[config.mk]
export PLATFORM = sky130hd
export DESIGN_NAME = uart_rx_flat
export DESIGN_NICKNAME = d
export VERILOG_FILES = /design/src/rtl/uart_rx_if.sv /design/src/rtl/uart_rx.sv /design/src/flat_wrapper.sv
export SDC_FILE = /design/constraint.sdc
export NUM_CORES = 1
export LEC_CHECK = 0
export CORE_MARGIN = 3
export CORE_UTILIZATION = 59
export CTS_BUF_LIST = sky130_fd_sc_hd__clkbuf_2
export DETAILED_ROUTE_END_ITERATION = 16
export HOLD_SLACK_MARGIN = 0.15
export PLACE_DENSITY = 0.9
export SETUP_SLACK_MARGIN = 0.2
export SLEW_MARGIN = 10
export SYNTH_ARGS = -nofsm -noshare
export SYNTH_HDL_FRONTEND = slang
export SYNTH_SLANG_ARGS = --single-unit
[constraint.sdc]
create_clock -name clk -period 1.9 [get_ports clk]
set_input_delay 0.19 -clock clk [delete_from_list [all_inputs] [get_ports clk]]
set_output_delay 0.19 -clock clk [all_outputs]
set_load 0.05 [all_outputs]
[src/rtl/uart_rx_if.sv]
// Consumer-side bundle of the UART receiver: received word,
// status flags and the clear acknowledge.
interface uart_rx_if #(
    parameter int DATA_BITS = 8
);
    logic [DATA_BITS-1:0] rx_data;
    logic                 rx_valid;
    logic                 rx_clear;
    logic                 parity_error;
    logic                 framing_error;
    logic                 overrun;

    modport master (
        output rx_data,
        output rx_valid,
        output parity_error,
        output framing_error,
        output overrun,
        input  rx_clear
    );

    modport slave (
        input  rx_data,
        input  rx_valid,
        input  parity_error,
        input  framing_error,
        input  overrun,
        output rx_clear
    );
endinterface

[src/rtl/uart_rx.sv]
// UART receiver: synchronizes rx, qualifies the start bit, samples
// mid-bit and holds the word plus status until the consumer clears.
module uart_rx #(
    parameter int CLKS_PER_BIT = 434,
    parameter int DATA_BITS    = 8,
    parameter int PARITY_EN    = 1,
    parameter int PARITY_ODD   = 0
) (
    input  logic     clk,
    input  logic     reset,
    input  logic     rx,
    output logic     busy,
    uart_rx_if.master bus
);
    localparam int CW = $clog2(CLKS_PER_BIT);
    localparam int IW = (DATA_BITS > 1) ? $clog2(DATA_BITS) : 1;
    localparam logic [CW-1:0] HALF_M1 = CW'(CLKS_PER_BIT / 2 - 1);
    localparam logic [CW-1:0] FULL_M1 = CW'(CLKS_PER_BIT - 1);
    localparam logic [IW-1:0] LAST    = IW'(DATA_BITS - 1);

    typedef enum logic [2:0] {
        S_IDLE, S_START, S_DATA, S_PARITY, S_STOP, S_BREAK
    } state_t;

    state_t               r_state;
    state_t               w_next;
    logic                 w_tick;
    logic                 w_commit;
    logic                 w_rx_s;
    logic                 w_par_calc;
    logic [1:0]           r_sync;
    logic [CW-1:0]        r_cnt;
    logic [IW-1:0]        r_idx;
    logic [DATA_BITS-1:0] r_shift;
    logic                 r_par_err;
    logic [DATA_BITS-1:0] r_data;
    logic                 r_valid;
    logic                 r_perr;
    logic                 r_ferr;
    logic                 r_ovr;

    assign w_rx_s     = r_sync[1];
    assign w_commit   = (r_state == S_STOP) && w_tick;
    assign w_par_calc = (^r_shift) ^ (PARITY_ODD != 0);
    assign busy       = (r_state != S_IDLE);

    always_ff @(posedge clk or negedge reset) begin
        if (!reset) r_state <= S_IDLE;
        else        r_state <= w_next;
    end

    always_comb begin
        w_next = r_state;
        w_tick = 1'b0;
        unique case (r_state)
            S_IDLE: begin
                if (!w_rx_s) w_next = S_START;
            end
            S_START: begin
                w_tick = (r_cnt == HALF_M1);
                if (w_tick) w_next = w_rx_s ? S_IDLE : S_DATA;
            end
            S_DATA: begin
                w_tick = (r_cnt == FULL_M1);
                if (w_tick && r_idx == LAST)
                    w_next = (PARITY_EN != 0) ? S_PARITY : S_STOP;
            end
            S_PARITY: begin
                w_tick = (r_cnt == FULL_M1);
                if (w_tick) w_next = S_STOP;
            end
            S_STOP: begin
                w_tick = (r_cnt == FULL_M1);
                if (w_tick) w_next = w_rx_s ? S_IDLE : S_BREAK;
            end
            S_BREAK: begin
                if (w_rx_s) w_next = S_IDLE;
            end
            default: w_next = S_IDLE;
        endcase
    end

    always_ff @(posedge clk or negedge reset) begin
        if (!reset) begin
            r_sync    <= 2'b11;
            r_cnt     <= '0;
            r_idx     <= '0;
            r_shift   <= '0;
            r_par_err <= 1'b0;
            r_data    <= '0;
            r_valid   <= 1'b0;
            r_perr    <= 1'b0;
            r_ferr    <= 1'b0;
            r_ovr     <= 1'b0;
        end else begin
            r_sync <= {r_sync[0], rx};
            // Counter restarts on every state entry and every bit sample
            if (r_state != w_next || w_tick || r_state == S_IDLE)
                r_cnt <= '0;
            else
                r_cnt <= r_cnt + 1'b1;
            if (r_state == S_IDLE && w_next == S_START) begin
                r_idx     <= '0;
                r_par_err <= 1'b0;
            end
            if (r_state == S_DATA && w_tick) begin
                r_shift <= {w_rx_s, r_shift[DATA_BITS-1:1]};
                r_idx   <= r_idx + 1'b1;
            end
            if (r_state == S_PARITY && w_tick)
                r_par_err <= (w_par_calc != w_rx_s);
            if (w_commit) begin
                r_data  <= r_shift;
                r_valid <= 1'b1;
                r_perr  <= r_par_err;
                r_ferr  <= ~w_rx_s;
                r_ovr   <= r_valid & ~bus.rx_clear;
            end else if (bus.rx_clear) begin
                r_valid <= 1'b0;
                r_perr  <= 1'b0;
                r_ferr  <= 1'b0;
                r_ovr   <= 1'b0;
            end
        end
    end

    assign bus.rx_data       = r_data;
    assign bus.rx_valid      = r_valid;
    assign bus.parity_error  = r_perr;
    assign bus.framing_error = r_ferr;
    assign bus.overrun       = r_ovr;
endmodule

[src/flat_wrapper.sv]
// flat-port wrapper written by rule: the top's interface ports become plain ports
module uart_rx_flat 
#(
    parameter int CLKS_PER_BIT = 434,
    parameter int DATA_BITS    = 8,
    parameter int PARITY_EN    = 1,
    parameter int PARITY_ODD   = 0
)
  (clk, reset, rx, busy, bus_rx_data, bus_rx_valid, bus_parity_error, bus_framing_error, bus_overrun, bus_rx_clear);
  uart_rx_if #(.DATA_BITS(DATA_BITS)) bus_i ();
  input  logic clk;
  input  logic reset;
  input  logic rx;
  output logic busy;
  output wire logic [$bits(bus_i.rx_data)-1:0] bus_rx_data;
  output wire logic [$bits(bus_i.rx_valid)-1:0] bus_rx_valid;
  output wire logic [$bits(bus_i.parity_error)-1:0] bus_parity_error;
  output wire logic [$bits(bus_i.framing_error)-1:0] bus_framing_error;
  output wire logic [$bits(bus_i.overrun)-1:0] bus_overrun;
  input wire logic [$bits(bus_i.rx_clear)-1:0] bus_rx_clear;
  assign bus_rx_data = bus_i.rx_data;
  assign bus_rx_valid = bus_i.rx_valid;
  assign bus_parity_error = bus_i.parity_error;
  assign bus_framing_error = bus_i.framing_error;
  assign bus_overrun = bus_i.overrun;
  assign bus_i.rx_clear = bus_rx_clear;
  uart_rx #(.CLKS_PER_BIT(CLKS_PER_BIT), .DATA_BITS(DATA_BITS), .PARITY_EN(PARITY_EN), .PARITY_ODD(PARITY_ODD)) u_core (.clk(clk), .reset(reset), .rx(rx), .busy(busy), .bus(bus_i));
endmodule
* Word level (Yosys, flattened, before mapping)
Cells that the tools add are included.
Storage, ports and cells: input port bits 4, logic and storage cells 61, bits in registers 38, bits in writable memories 0, memories kept 0, latch bits 0, bits in read-only memories 0
Operators by class: bitwise logic cells 3, reduce and logical (&&, ||, !) cells 14, divide/modulo/power cells 0, shift-type cells 0, multiplexer cells 20, magnitude comparators 0, add/subtract/negate cells 2, multipliers 0, equal/unequal tests 11
Operators by type and width (count):
- $mux 3 | 9
- $pmux 3 s6 | 1
- $add 9x1->9 const B | 1
- $eq 3x3->1 const B | 3
- $eq 9x8->1 const B | 1
- $eq 9x9->1 const B | 1
- $mux 9 | 1
- $reduce_xor 8->1 | 1
- $mux 1 | 7
- $eq 3x1->1 const B | 2
- $eq 3x2->1 const B | 2
- $reduce_bool 2->1 | 3
- $logic_and 1x1->1 | 5
- $add 3x1->3 const B | 1
- $logic_not 3->1 | 1
- $ne 3x3->1 | 1
- $reduce_bool 3->1 | 1
- $reduce_or 3->1 | 1
- $logic_or 1x1->1 | 2
- $mux 2 | 1
- $not 1->1 | 2
- $pmux 1 s2 | 1
- $and 1x1->1 | 1
- $ne 1x1->1 | 1

* Longest topological paths before layout
Gate-level depths: netlist of the first run.
word-level depth 8, mapped depth 7

* Worst setup path before layout of the first run
OpenSTA, ideal clock, no wires.
kind reg2reg, from reg u_core.r_state[0], to reg u_core.r_idx[0], cell stages (with the launch flop) 6, data arrival time 1.593 ns, path slack 0.180 ns, data required time 1.773 ns, path buffers 1, cell sequence dfrtp_1 -> buf_2 -> or3_1 -> or2_2 -> nand3_1 -> o21ai_0
Between the ends: cells in the longest elaborated chain, start to end 5
RTL lines:
- from (decl) | line uart_rx.sv:25 | state_t r_state;
- from (signal assigned) | line uart_rx.sv:49 | else r_state <= w_next;
- $eq 3x3->1, or another cell as far along | line uart_rx.sv:55 | unique case (r_state)
- $pmux 3 s6 / $reduce_or 3->1 (equally long branches)
- $eq 3x1->1 / $pmux 1 s2 (equally long branches) | line uart_rx.sv:102, uart_rx.sv:55
- $logic_and 1x1->1 (on tied branches) | line uart_rx.sv:102, uart_rx.sv:106
- $reduce_bool 2->1 (no line) / $mux 3 (equally long branches)
- to (signal assigned) | line uart_rx.sv:108 | r_idx <= r_idx + 1'b1;
- to (decl) | line uart_rx.sv:33 | logic [IW-1:0] r_idx;
Several ways; a longest one is shown, not always the timed one. A chain may end at the register's enable or synchronous reset.

* Worst setup path after layout of the first run
from reg u_core.r_cnt[1], to reg u_core.r_data[4], in the netlist u_core.bus.rx_data[4]
Between the ends: cells in the longest elaborated chain, start to end 3
RTL lines:
- from (decl) | line uart_rx.sv:32 | logic [CW-1:0] r_cnt;
- from (signal assigned) | line uart_rx.sv:101 | r_cnt <= r_cnt + 1'b1;
- $eq 9x9->1 / $eq 9x8->1 (equally long branches)
- $pmux 1 s2 * | line uart_rx.sv:55
- $logic_and 1x1->1 * | line uart_rx.sv:43 | assign w_commit = (r_state == S_STOP) && w_tick;
- to (signal assigned) | line uart_rx.sv:113 | r_data <= r_shift;
- to (decl) | line uart_rx.sv:36 | logic [DATA_BITS-1:0] r_data;
Every way passes the cells marked *; elsewhere a longest branch is shown, timed or not.

==> impl_metrics.env, run 1 <==
export IMPL_outcome="finished clean"
export IMPL_path_delay_family="flip-flops"
export IMPL_final_cells=227
export IMPL_grt_util_all_layers=0.211
export IMPL_critical_path_data_arrival_time_ns=1.95
export IMPL_hold_path_startpoint="rx"
export IMPL_areaGrowthSynthToFinish_pct=18.2
export IMPL_routed_wirelength_um=3670
export IMPL_hold_ws_ns=0.177
export IMPL_clock_tree_from_tritoncts="yes"
export IMPL_critPathLaunchType="register"
export IMPL_first_global_vias=1329
export IMPL_synth_top_cells_by_count="dfrtp_1, nor2_1, inv_1, o21ai_0, xnor2_1"
export IMPL_part_of_the_yosys_area_used_for_sequential_elements=0.509
export IMPL_buffers_plus_inverters_on_the_worst_setup_path=2
export IMPL_cts_reportedPaths_clkPinSlew_ns=0.18
export IMPL_worst_setup_path_type="register to register"
export IMPL_synth_largest_area_cell="dfrtp_1"
export IMPL_detail_route_antenna_nets=0
export IMPL_r2r_end="u_core.bus.rx_data[4]"
export IMPL_end_point_of_the_worst_hold_path="u_core.r_sync[0]"
export IMPL_clock_sink_count=38
export IMPL_timing_final_setup_violations=0
export IMPL_setup_total_negative_slack_ns=0
export IMPL_leak_pwr_uw=0.00114
export IMPL_tightestPinTransition_ns=0.810
export IMPL_clock_fmax_ghz=0.609
export IMPL_die_area_um2=3890
export IMPL_hpwlAfterDp_um=2460
export IMPL_post_synth_num_cell_types=39
export IMPL_fp_dieW_um=62.3
export IMPL_rsz_0062_raised_after_global_routing="yes"
export IMPL_dpl_cell_count=210
export IMPL_global_route_hottest_layer="met2"
export IMPL_slew_hr=0.460
export IMPL_crit_path_top_delay_cell="dfrtp_1"
export IMPL_layout_area_seq_um2=956
export IMPL_numCtsBuffers=5
export IMPL_start_util=0.646
export IMPL_fillers=188
export IMPL_ctsHtreeMaxLevel=2
export IMPL_synth_net_count=164
export IMPL_power_ir_vdd_worst_uv=459
export IMPL_timing_critical_path_slowest_cell_delay_ns=0.45
export IMPL_avgRoutedWirePerCell_um=16.2
export IMPL_crit_fanout=5
export IMPL_synth_async_sr_flop_share=1.00
export IMPL_placementRows=19
export IMPL_finClkSkew_ns=0.0129
export IMPL_last_weighted_congestion_value_of_the_routability_driven_placer=0.799
export IMPL_placement_io_buffers=16
export IMPL_layout_worst_path_cycle_share=0.864
export IMPL_worst_ep_required_time_ns=2.21
export IMPL_synthDominantCellAreaShare=0.481
export IMPL_post_synth_edffs=0
export IMPL_netlist_instances=155
export IMPL_cp_cell_sequence="inv_2 -> ha_1 -> and4bb_4 -> nand4_4 -> buf_4 -> mux2_4"
export IMPL_syn_cell_area_um2=1870
export IMPL_maxCapViolations=0
export IMPL_core_area_um2=2900
export IMPL_final_hold_violation_count=0
export IMPL_min_path_type="input port to register"
export IMPL_layout_drive_gt1_share=0.286
export IMPL_synth_ff_latch_count=38
export IMPL_antenna_found_initial=0
export IMPL_detail_route_vias_per_cell=5.67
export IMPL_clock_insertion_delay_worst_skew_ns=0.40
export IMPL_finalCriticalPeriod_ns=1.64
export IMPL_detailed_routing_iteration_count_for_the_pre_antenna_repair_pass=4
export IMPL_synth_flop_cell="dfrtp_1"
export IMPL_number_of_buffers_between_clock_root_and_the_deepest_sink=2
export IMPL_timing_hold_worst_path_depth=1
export IMPL_antenna_cells_inserted=0
export IMPL_yosys_cell_count_top_type="dfrtp_1"
export IMPL_reg2regPathDepth=6
export IMPL_synth_warning_count=0
export IMPL_clockRootBuffer="clkbuf_2"
export IMPL_post_route_util=0.764
export IMPL_via_count=1287
export IMPL_grt_max_degree=39
export IMPL_crit_path_end_kind="register"
export IMPL_use_met2=0.329
export IMPL_pwr_density_cell_nw_per_um2=594
export IMPL_drt_first_iter_violations=78
export IMPL_synthesized_area_divided_by_synthesized_cell_count_um2=12.1
export IMPL_final_max_slew_violation_count=0
export IMPL_chipHeight_um=62.3
export IMPL_r2r_setup_slack_ns=0.26
export IMPL_grt_remaining_overflow=0
export IMPL_floorplan_io_pins=17
export IMPL_worst_r2r_startpoint="u_core.r_cnt[1]"
export IMPL_ys_top_cells_by_area="dfrtp_1, mux2_4, mux2_2, xnor2_1, ha_1"
export IMPL_route_detailed_drc=0
export IMPL_grt_util_met1=0.276
export IMPL_grt_pass1_wl_um=6380
export IMPL_num_nets_final=194
export IMPL_multi_input_area_um2=883
export IMPL_use_met3=0.0468
[what timing repair did]
action                                 in CTS  in global routing
cloned                                      1                  0
resized for setup                          14                  7
setup buffers                               3                  5
hold buffers                                1                  0
pin swaps                                   2                  2
setup endpoints to repair                  36                 29
endpoints found under the hold margin      36                  0
[layout by cell type (no fill, tap or decap), types with 3 or more instances in the layout]
| cell type | instances |
|---|---|
| dlygate4sd2_1 | 12 |
| o21ai_0 | 9 |
| a21oi_1 | 3 |
| inv_1 | 8 |
| xor2_1 | 4 |
| nand2_1 | 6 |
| clkbuf_2 | 5 |
| mux2_2 | 8 |
| ha_1 | 5 |
| nand3_1 | 8 |
| buf_4 | 9 |
| nor2_1 | 12 |
| xnor2_1 | 9 |
| dfrtp_1 | 34 |
| mux2_4 | 8 |
[worst max path at each step]
stage | to | cells past startpoint | slack (ns) | startpoint
4_1_cts | u_core.r_cnt[8] | 7 | 0.19 | u_core.r_cnt[1]
3_5_place_dp | u_core.bus.rx_data[4] | 5 | 0.15 | u_core.r_cnt[1]
5_1_grt | busy | 2 | 0.20 | u_core.r_state[1]
3_3_place_gp | u_core.bus.rx_data[7] | 5 | 0.23 | u_core.r_cnt[1]
6_report | u_core.bus.rx_data[4] | 6 | 0.26 | u_core.r_cnt[1]
2_1_floorplan | u_core.r_shift[0] | 6 | 0.30 | u_core.r_cnt[1]
[through the flow]
step	area, um^2	total power (uW)	setup slack, ns
6_report	2210	1320	0.259
3_3_place_gp	2060	856	0.232
5_1_grt	2210	1370	0.196
2_1_floorplan	1880	834	0.304
3_5_place_dp	2060	857	0.155
4_1_cts	2150	1330	0.185
[layout make-up]
cell class	count	share of cell area
multi-input combinational	104	0.399
clock buffer	5	0.0113
timing repair buffer	27	0.104
clock inverter	2	0.0153
sequential	38	0.432
inverter	9	0.0153
tap	42	0.0237
[power breakdown]
part           switching, uW  internal (uW)  leakage [uW]
Combinational           16.9           8.45      0.000600
Sequential              3.90            814      0.000507
Clock                    262            212     0.0000365
Total                    282           1030       0.00114
[kinds of logic (layout without fill, tap and decap cells)]
family	count (synthesis)	count (layout)	synth area share
buffers and inverters	14	43	0.0374
AO/OA/AOI/OAI	17	17	0.0608
XOR/XNOR	14	14	0.0728
flip-flops	38	38	0.509
multiplexers	18	18	0.123
adder cells (fa/ha/maj)	5	5	0.0334
AND/OR/NAND/NOR	49	50	0.164
[sequential cells by signal (all words and copies together), names as in the netlist]
register and flops:
u_core.bus.parity_error 1, u_core.r_shift 8, u_core.bus.rx_valid 1, u_core.r_cnt 9, u_core.r_sync 2, u_core.r_state 3
u_core.bus.framing_error 1, u_core.bus.rx_data 8, u_core.bus.overrun 1, u_core.r_par_err 1, u_core.r_idx 3
[metal layers]
metal,up-vias,wire length [um]
met1,631,1560
met4,0,91
met5,-,0
met3,13,215
li1,596,-
met2,47,1800
(Power assumes the default switching activity.)
==> run 2, diff against run 1 <==
--- a/config.mk
+++ b/config.mk
@@ -9,6 +9,7 @@
 export CORE_UTILIZATION = 59
 export CTS_BUF_LIST = sky130_fd_sc_hd__clkbuf_2
 export DETAILED_ROUTE_END_ITERATION = 16
+export GPL_ROUTABILITY_DRIVEN = 0
 export HOLD_SLACK_MARGIN = 0.15
 export PLACE_DENSITY = 0.9
 export SETUP_SLACK_MARGIN = 0.2
==> results of run 2 <==
Same layout as run 1: the final DEF is identical, and so are final timing and power.
